`config.mk`:
```
export PLATFORM = sky130hd
export DESIGN_NAME = pc_fetch_flat
export DESIGN_NICKNAME = d
export VERILOG_FILES = /design/src/rtl/pc_fetch_pkg.sv /design/src/rtl/pc_fetch_if.sv /design/src/rtl/pc_fetch_pc_reg.sv /design/src/rtl/pc_fetch.sv /design/src/flat_wrapper.sv
export SDC_FILE = /design/constraint.sdc
export NUM_CORES = 1
export LEC_CHECK = 0
export ABC_AREA = 1
export BUFFER_PORTS_ARGS = -buffer_cell sky130_fd_sc_hd__buf_2
export CAP_MARGIN = 30
export CORE_MARGIN = 2
export CORE_UTILIZATION = 56
export CTS_CLUSTER_SIZE = 28
export DETAILED_ROUTE_END_ITERATION = 8
export GPL_ROUTABILITY_DRIVEN = 0
export PLACE_DENSITY = 0.95
export SYNTH_ARGS = -nofsm -noshare
export SYNTH_HDL_FRONTEND = slang
export SYNTH_HIERARCHICAL = 1
export SYNTH_SLANG_ARGS = --single-unit
```
`constraint.sdc`:
```
create_clock -name clk -period 5.3 [get_ports clk]
set_input_delay 0 -clock clk [delete_from_list [all_inputs] [get_ports clk]]
set_output_delay 0 -clock clk [all_outputs]
set_load 0.005 [all_outputs]
```
`src/rtl/pc_fetch_pkg.sv`:
```
// Shared types and constants for the instruction fetch stage.
// Holds the fetch FSM encoding and PC stepping constants.
package pc_fetch_pkg;

    typedef enum logic [1:0] {
        ST_BOOT = 2'd0,
        ST_RUN  = 2'd1,
        ST_HALT = 2'd2
    } fetch_state_t;

    localparam logic [31:0] HALT_WORD = 32'h0;
    localparam int unsigned PC_INC    = 4;

    function automatic logic is_misaligned(input logic [1:0] lsb);
        return lsb != 2'b00;
    endfunction

endpackage

```
`src/rtl/pc_fetch_if.sv`:
```
// Fetch-stage bus: instruction memory port, redirect request
// and the IF/ID handoff towards decode.
interface pc_fetch_if #(
    parameter int INS_WIDTH  = 32,
    parameter int ADDR_DEPTH = 64
);
    logic [ADDR_DEPTH-1:0] read_address;
    logic [INS_WIDTH-1:0]  instruction_in;
    logic                  redirect_valid;
    logic [ADDR_DEPTH-1:0] redirect_target;
    logic                  id_ready;
    logic                  if_valid;
    logic [INS_WIDTH-1:0]  if_instr;
    logic [ADDR_DEPTH-1:0] if_pc;
    logic                  fetch_err;
    logic                  halted;

    modport master (
        output read_address,
        output if_valid,
        output if_instr,
        output if_pc,
        output fetch_err,
        output halted,
        input  instruction_in,
        input  redirect_valid,
        input  redirect_target,
        input  id_ready
    );

    modport slave (
        input  read_address,
        input  if_valid,
        input  if_instr,
        input  if_pc,
        input  fetch_err,
        input  halted,
        output instruction_in,
        output redirect_valid,
        output redirect_target,
        output id_ready
    );
endinterface

```
`src/rtl/pc_fetch_pc_reg.sv`:
```
// Program counter register: load has priority over increment,
// otherwise the value holds. Increment wraps naturally.
module pc_reg
    import pc_fetch_pkg::*;
#(
    parameter int                    ADDR_DEPTH = 64,
    parameter logic [ADDR_DEPTH-1:0] RESET_PC   = '0
) (
    input  logic                  clk,
    input  logic                  reset,
    input  logic                  i_load,
    input  logic [ADDR_DEPTH-1:0] i_load_pc,
    input  logic                  i_inc,
    output logic [ADDR_DEPTH-1:0] o_pc
);
    logic [ADDR_DEPTH-1:0] r_pc;

    always_ff @(posedge clk or negedge reset) begin
        if (!reset) begin
            r_pc <= RESET_PC;
        end else if (i_load) begin
            r_pc <= i_load_pc;
        end else if (i_inc) begin
            r_pc <= r_pc + ADDR_DEPTH'(PC_INC);
        end
    end

    assign o_pc = r_pc;
endmodule

```
`src/rtl/pc_fetch.sv`:
```
// Instruction fetch stage: BOOT/RUN/HALT control, PC stepping
// and the registered IF/ID bundle handed to decode.
module pc_fetch
    import pc_fetch_pkg::*;
#(
    parameter int                    INS_WIDTH  = 32,
    parameter int                    ADDR_DEPTH = 64,
    parameter logic [ADDR_DEPTH-1:0] RESET_PC   = '0
) (
    input logic        clk,
    input logic        reset,
    pc_fetch_if.master bus
);
    fetch_state_t          r_state;
    logic                  r_if_valid;
    logic [INS_WIDTH-1:0]  r_if_instr;
    logic [ADDR_DEPTH-1:0] r_if_pc;
    logic                  r_fetch_err;
    logic                  r_halted;

    logic [ADDR_DEPTH-1:0] w_pc;
    logic [ADDR_DEPTH-1:0] w_load_pc;
    logic                  w_redirect;
    logic                  w_capture;
    logic                  w_halt_word;
    logic                  w_pc_inc;
    logic                  w_halt_cap;
    logic                  w_halt_idle;
    logic                  w_misaligned;

    // Redirects are only honoured once the memory preload cycle is over.
    assign w_redirect   = bus.redirect_valid && (r_state != ST_BOOT);
    assign w_capture    = (r_state == ST_RUN)
                        && (!r_if_valid || bus.id_ready)
                        && !bus.redirect_valid;
    assign w_halt_word  = bus.instruction_in
                        == INS_WIDTH'(HALT_WORD);
    assign w_pc_inc     = w_capture && !w_halt_word;
    assign w_halt_cap   = w_capture && w_halt_word;
    assign w_halt_idle  = (r_state == ST_HALT)
                        && !bus.redirect_valid;
    assign w_misaligned = is_misaligned(bus.redirect_target[1:0]);
    assign w_load_pc    = {bus.redirect_target[ADDR_DEPTH-1:2], 2'b00};

    pc_reg #(
        .ADDR_DEPTH (ADDR_DEPTH),
        .RESET_PC   (RESET_PC)
    ) u_pc_reg (
        .clk       (clk),
        .reset     (reset),
        .i_load    (w_redirect),
        .i_load_pc (w_load_pc),
        .i_inc     (w_pc_inc),
        .o_pc      (w_pc)
    );

    always_ff @(posedge clk or negedge reset) begin
        if (!reset) begin
            r_state     <= ST_BOOT;
            r_if_valid  <= 1'b0;
            r_if_instr  <= '0;
            r_if_pc     <= '0;
            r_fetch_err <= 1'b0;
            r_halted    <= 1'b0;
        end else begin
            r_fetch_err <= 1'b0;
            unique case (1'b1)
                (r_state == ST_BOOT): begin
                    r_state  <= ST_RUN;
                    r_halted <= 1'b0;
                end
                w_redirect: begin
                    r_state     <= ST_RUN;
                    r_halted    <= 1'b0;
                    r_if_valid  <= 1'b0;
                    r_fetch_err <= w_misaligned;
                end
                w_pc_inc: begin
                    r_if_instr <= bus.instruction_in;
                    r_if_pc    <= w_pc;
                    r_if_valid <= 1'b1;
                end
                w_halt_cap: begin
                    r_state  <= ST_HALT;
                    r_halted <= 1'b1;
                    if (bus.id_ready) r_if_valid <= 1'b0;
                end
                w_halt_idle: begin
                    if (bus.id_ready) r_if_valid <= 1'b0;
                end
                default: begin
                end
            endcase
        end
    end

    assign bus.read_address = {2'b00, w_pc[ADDR_DEPTH-1:2]};
    assign bus.if_valid     = r_if_valid;
    assign bus.if_instr     = r_if_instr;
    assign bus.if_pc        = r_if_pc;
    assign bus.fetch_err    = r_fetch_err;
    assign bus.halted       = r_halted;
endmodule

```
`src/flat_wrapper.sv`:
```
// flat-port wrapper written by rule: the top's interface ports become plain ports
module pc_fetch_flat import pc_fetch_pkg::*;
#(
    parameter int                    INS_WIDTH  = 32,
    parameter int                    ADDR_DEPTH = 64,
    parameter logic [ADDR_DEPTH-1:0] RESET_PC   = '0
)
  (clk, reset, bus_read_address, bus_if_valid, bus_if_instr, bus_if_pc, bus_fetch_err, bus_halted, bus_instruction_in, bus_redirect_valid, bus_redirect_target, bus_id_ready);
  pc_fetch_if #(.INS_WIDTH(INS_WIDTH), .ADDR_DEPTH(ADDR_DEPTH)) bus_i ();
  input logic clk;
  input logic reset;
  output wire logic [$bits(bus_i.read_address)-1:0] bus_read_address;
  output wire logic [$bits(bus_i.if_valid)-1:0] bus_if_valid;
  output wire logic [$bits(bus_i.if_instr)-1:0] bus_if_instr;
  output wire logic [$bits(bus_i.if_pc)-1:0] bus_if_pc;
  output wire logic [$bits(bus_i.fetch_err)-1:0] bus_fetch_err;
  output wire logic [$bits(bus_i.halted)-1:0] bus_halted;
  input wire logic [$bits(bus_i.instruction_in)-1:0] bus_instruction_in;
  input wire logic [$bits(bus_i.redirect_valid)-1:0] bus_redirect_valid;
  input wire logic [$bits(bus_i.redirect_target)-1:0] bus_redirect_target;
  input wire logic [$bits(bus_i.id_ready)-1:0] bus_id_ready;
  assign bus_read_address = bus_i.read_address;
  assign bus_if_valid = bus_i.if_valid;
  assign bus_if_instr = bus_i.if_instr;
  assign bus_if_pc = bus_i.if_pc;
  assign bus_fetch_err = bus_i.fetch_err;
  assign bus_halted = bus_i.halted;
  assign bus_i.instruction_in = bus_instruction_in;
  assign bus_i.redirect_valid = bus_redirect_valid;
  assign bus_i.redirect_target = bus_redirect_target;
  assign bus_i.id_ready = bus_id_ready;
  pc_fetch #(.INS_WIDTH(INS_WIDTH), .ADDR_DEPTH(ADDR_DEPTH), .RESET_PC(RESET_PC)) u_core (.clk(clk), .reset(reset), .bus(bus_i));
endmodule
```
**Yosys cells after proc, flatten, opt, wreduce, memory -nomap -nowiden**

Cells that the tools add are included.

- Register bits: 165
- Input port bits: 100
- Output and inout bits: 163
- Logic and storage cells: 38

- Add/sub/neg operators: 1
- Equality and inequality tests: 3
- Mux-type cells: 7
- Reduce and logical (&&, ||, !) cells: 20

Operators with widths:

| kind | number |
|---|---|
| $mux 64 | 2 |
| $add 64x3->64 const B | 1 |
| $logic_not 32->1 | 1 |
| $reduce_bool 2->1 | 4 |
| $logic_and 1x1->1 | 6 |
| $pmux 2 s2 | 1 |
| $reduce_or 2->1 | 2 |
| $logic_not 1->1 | 3 |
| $pmux 1 s3 | 1 |
| $reduce_bool 3->1 | 1 |
| $eq 2x1->1 const B | 1 |
| $eq 2x2->1 const B | 1 |
| $logic_not 2->1 | 1 |
| $mux 1 | 2 |
| $ne 2x1->1 const B | 1 |
| $pmux 1 s2 | 1 |
| $reduce_and 2->1 | 1 |
| $logic_or 1x1->1 | 1 |

**Depth between registers and ports, before layout**

- Word-level depth: 8
- Gate-level depth with buffers: 13
- Depth with buffers taken out: 12

**Modules after synthesis**

The synthesis kept the hierarchy.

Modules (own cells, without submodules):

| module | times used | cells an instance | area an instance (µm²) | sequential area each (µm²) |
|---|---|---|---|---|
| pc_reg | 1 | 694 | 4,663.2 | 1,601.5 |
| pc_fetch | 1 | 467 | 3,926.3 | 2,502.4 |

**Least setup slack after synthesis**

Ideal clock, no wire load.

- Path kind: register to register
- From: reg u_core.r_state[1]
- To: reg u_core.u_pc_reg.r_pc[35] (netlist: u_core/u_pc_reg/o_pc[35])
- Arrival: 1.915 ns
- Data required time: 5.233 ns
- Slack: 3.318 ns
- Cell stages (with the launch flop): 11
- Path buffers: 3
- Cell sequence: dfrtp_1 > nor4_2 > inv_2 > nor2_4 > buf_2 > inv_1 > nor2_1 > buf_2 > buf_1 > nand3_1 > nand2_1

- Longest elaborated chain between the ends: 5

RTL lines:

| element | RTL line | text |
|---|---|---|
| start: declaration | pc_fetch.sv:14 | `fetch_state_t r_state;` |
| start signal: assignment | pc_fetch.sv:59 | `r_state <= ST_BOOT;` |
| start signal: assignment | pc_fetch.sv:69 | `r_state <= ST_RUN;` |
| start signal: assignment | pc_fetch.sv:73 | `r_state <= ST_RUN;` |
| $eq 2x1->1 | pc_fetch.sv:33 | `assign w_capture = (r_state == ST_RUN)` |
| $logic_and 1x1->1 | pc_fetch.sv:34 | `&& (!r_if_valid \|\| bus.id_ready)` |
| $logic_and 1x1->1 | pc_fetch.sv:35 | `&& !bus.redirect_valid;` |
| $logic_and 1x1->1 | pc_fetch.sv:38 | `assign w_pc_inc = w_capture && !w_halt_word;` |
| named net u_core.w_pc_inc | pc_fetch.sv:26 | `logic w_pc_inc;` |
| $reduce_bool 2->1 (no source line) | n/a |  |
| end signal: assignment | pc_fetch_pc_reg.sv:22 | `r_pc <= i_load_pc;` |
| end signal: assignment | pc_fetch_pc_reg.sv:24 | `r_pc <= r_pc + ADDR_DEPTH'(PC_INC);` |
| end: declaration | pc_fetch_pc_reg.sv:16 | `logic [ADDR_DEPTH-1:0] r_pc;` |

The timed path passes the listed nets, and every way through them passes these cells.
A chain may end at the register's enable or synchronous reset.

**Worst setup path after layout**

- From: reg u_core.r_state[1]
- To: reg u_core.u_pc_reg.r_pc[33] (netlist: u_core/u_pc_reg/o_pc[33])

- Longest elaborated chain between the ends: 5

RTL lines:

| element | RTL line |
|---|---|
| $eq 2x1->1 | pc_fetch.sv:33 |
| $logic_and 1x1->1 | pc_fetch.sv:34 |
| $logic_and 1x1->1 | pc_fetch.sv:35 |
| $logic_and 1x1->1 | pc_fetch.sv:38 |
| $reduce_bool 2->1 (no source line) | n/a |

Several ways; a longest one is shown, not always the timed one.

==> results.md <==
- Max Slew Vio Count: 0
- # rows: 45
- Area delta synth->final: 35.47%
- Worst hold slack: roughly 0.26 ns
- Num ports: about 260
- CTS H-tree depth: 4
- Vias per cell: 5.843
- Multi-input gate area: roughly 0.004 mm²
- Tmin final: between 3 and 4 ns
- Core area: approximately 0.015 mm²
- Die H: 127.9 µm
- Most frequent cells in the layout: nand2_1, buf_2, dfrtp_1, nor2_1, dlygate4sd3_1
- Critical path startpoint category: flip-flop
- Mapped Cells: approximately 1,200
- Ys flop type: dfrtp_1
- Filler cell count: approximately 990
- Max VDD drop: about 0.00026 V
- Worst-Margin Slew: 0.9282 ns
- Outcome: complete, but fails checks
- PD cells: about 310 mW/mm²
- Routed len/inst: 18.05 µm
- Post_cts resized: 0
- Initial core utilization: a little under three fifths
- Setup CP Type: flip-flop to flip-flop
- Cell count after placement: 1,578
- Placement Setup Slack: 2.129 ns
- Reg2Reg Depth: 11
- Critical path endpoint category: flip-flop
- Clock tree buffer depth: 2
- Commonest non-fill, non-tap cell in the layout: nand2_1
- Async S/R FF share, synth: 100.0%
- Synth warn: 6
- Violation count after the first detailed-routing iteration: 1,431
- Hold Crit Class: input port to async pin
- Post-CTS Repair Setup Buffers: 0
- Post-DRT Antenna Nets: 0
- Die area: 0.01635 mm²
- Violated checks: DRC
- Vias: 9,992
- Distinct cell type count after synthesis: 32
- Launch point of the worst path: u_core/r_state[1]$_DFFE_PN0P_
- Final setup fails: 0
- CTS tree: done
- Post-Layout Cell Count: approximately 1,700
- Syn avg cell area: 7.398 µm²
- Largest net degree at the start of global routing: about 110
- Worst endpoint required time: 5.67 ns
- Final Worst Setup Slack: 2.016 ns
- R2r startpoint: u_core/r_state[1]$_DFFE_PN0P_
- Clock latency on the worst-skew pair: 0.44 ns
- Initial antenna violation count: 1
- I/O Buffers: 260
- Grt total ovfl: 0
- Post-synthesis sequential area ratio: 47.78%
- Final hold viol count: 0
- Vias in the first global route: 9,552
- Final HPWL DP: 19.18 mm
- Cell area after synthesis: 0.008589 mm²
- Clk root buf: clkbuf_16
- Pwr Total: 3.635 mW
- Clk sinks: 164
- Die Width: 127.9 µm
- Post-synth EDFFs: 0
- Num CTS Buffers: 17
- Critical path arrival: between 3 and 4 ns
- Rel. slew slack: 38.12%
- Worst Skew: 0.01932 ns
- FF+latch count, synth: 164
- Final worst-path cycle share: 61.96%
- First-pass GRT wire length: 47.66 mm
- Clock slew at reported path FFs: 0.07 ns
- Share of cells above drive strength 1: 21.76%
- Final-stage net count: around 1,600
- DP Area: 0.01005 mm²
- Fin Setup TNS: 0 ns
- Fin area: 0.01164 mm²
- Overall Global Routing Usage: a little under two fifths
- Max_cap viols: 0
- FMAX: 0.3045 GHz
- Final Util: 77.11%
- Crit Path Max Fanout: 38
- DRT Pass-1 Iters: 9
- DRT Wirelength: 30.86 mm
- Remaining DRCs: 3
- Leakage: 6.091 nW
- Unrepaired setup endpoints after global routing: no
- Register area: ~0.0041 mm²
## synthesized netlist by cell type, types with 6 or more instances
cell | count | share of area, %
a22oi_1 | 52 | 4.5
buf_2 | 12 | 0.70
clkbuf_1 | 21 | 0.92
dfrtp_1 | 164 | 48
inv_1 | 72 | 3.1
nand2_1 | 523 | 23
nand3_1 | 58 | 3.4
nand4_1 | 9 | 0.66
nor2_1 | 131 | 5.7
nor2_4 | 8 | 1.0
o21ai_0 | 20 | 1.2
o21ai_1 | 6 | 0.35
o21bai_1 | 14 | 1.2
xnor2_1 | 11 | 1.1
xor2_1 | 14 | 1.4
## state kept, by name, indices dropped and copies added, names as in the netlist
name                  flops
u_core/bus.fetch_err      1
u_core/u_pc_reg/o_pc     64
u_core/bus.if_instr      32
u_core/bus.if_pc         64
u_core/bus.if_valid       1
u_core/r_state            2
## kinds of logic (layout without fill, tap and decap cells)
logic type | count (synthesis) | in the layout | share of synthesized area, %
AOI/OAI and AO/OA | 106 | 106 | 8.463
xor gates and xnor gates | 25 | 25 | 2.549
adders and majority gates | 1 | 1 | 0.1456
buffers and inverters | 115 | 472 | 5.419
DFF | 164 | 164 | 47.78
muxes | 2 | 2 | 0.2622
other | 1 | 5 | 0.04366
and+or+nand+nor | 747 | 747 | 35.34
## path summary, 6_finish.rpt
check	end	slack, ns
worst max-delay path	u_core/u_pc_reg/o_pc[33]$_DFFE_PN0N_	2.02
worst min-delay path	u_core/bus.if_pc[5]$_DFFE_PN0P_	0.26
worst max register to register	u_core/u_pc_reg/o_pc[33]$_DFFE_PN0N_	2.02
worst min register to register	u_core/bus.if_pc[32]$_DFFE_PN0P_	0.47
max in group asynchronous	u_core/u_pc_reg/o_pc[24]$_DFFE_PN0N_	3.70
min in group clk	u_core/u_pc_reg/o_pc[5]$_DFFE_PN0N_	0.34
## layout make-up
| type | instances | area share, % |
|---|---|---|
| Tap cell | 188 | 2.022 |
| Multi-Input combinational cell | 885 | 34.83 |
| Clock inverter | 12 | 1.258 |
| Clock buffer | 20 | 3.839 |
| Timing Repair Buffer | 366 | 20.38 |
| Sequential cell | 164 | 35.27 |
| Antenna cell | 1 | 0.02151 |
| Inverter | 74 | 2.387 |
## worst max-delay path, stage by stage (launching register included)
cell	delay [ns]
dfrtp_1	0.41
nor4_2	0.35
inv_2	0.08
nor2_4	0.34
buf_4	0.46
inv_1	0.10
nor2_2	0.09
buf_4	0.37
inv_1	0.51
a21oi_1	0.29
o21ai_0	0.13
nand2_1	0.07
## layer usage
metal	GRT usage, %	vias up	wire [µm]	share of wire [%]
met3	7.930	219	3536	11
li1	-	4373	-	-
met4	22.17	0	1929	6.3
met5	0	-	0	0
met1	44.76	4507	10970	36
met2	61.65	893	14420	47
## where the power goes
part	switching, mW	leakage [nW]	internal (mW)
logic	0.415	3.77	0.333
registers	0.200	2.03	1.43
clock network	0.535	0.285	0.718
## timing repair
item	4_1_cts	5_1_grt
endpoints found under the hold margin	201	0
hold buffers	99	0
endpoints found under the setup margin	0	0
Note: power is estimated with default switching activity, not from simulation.
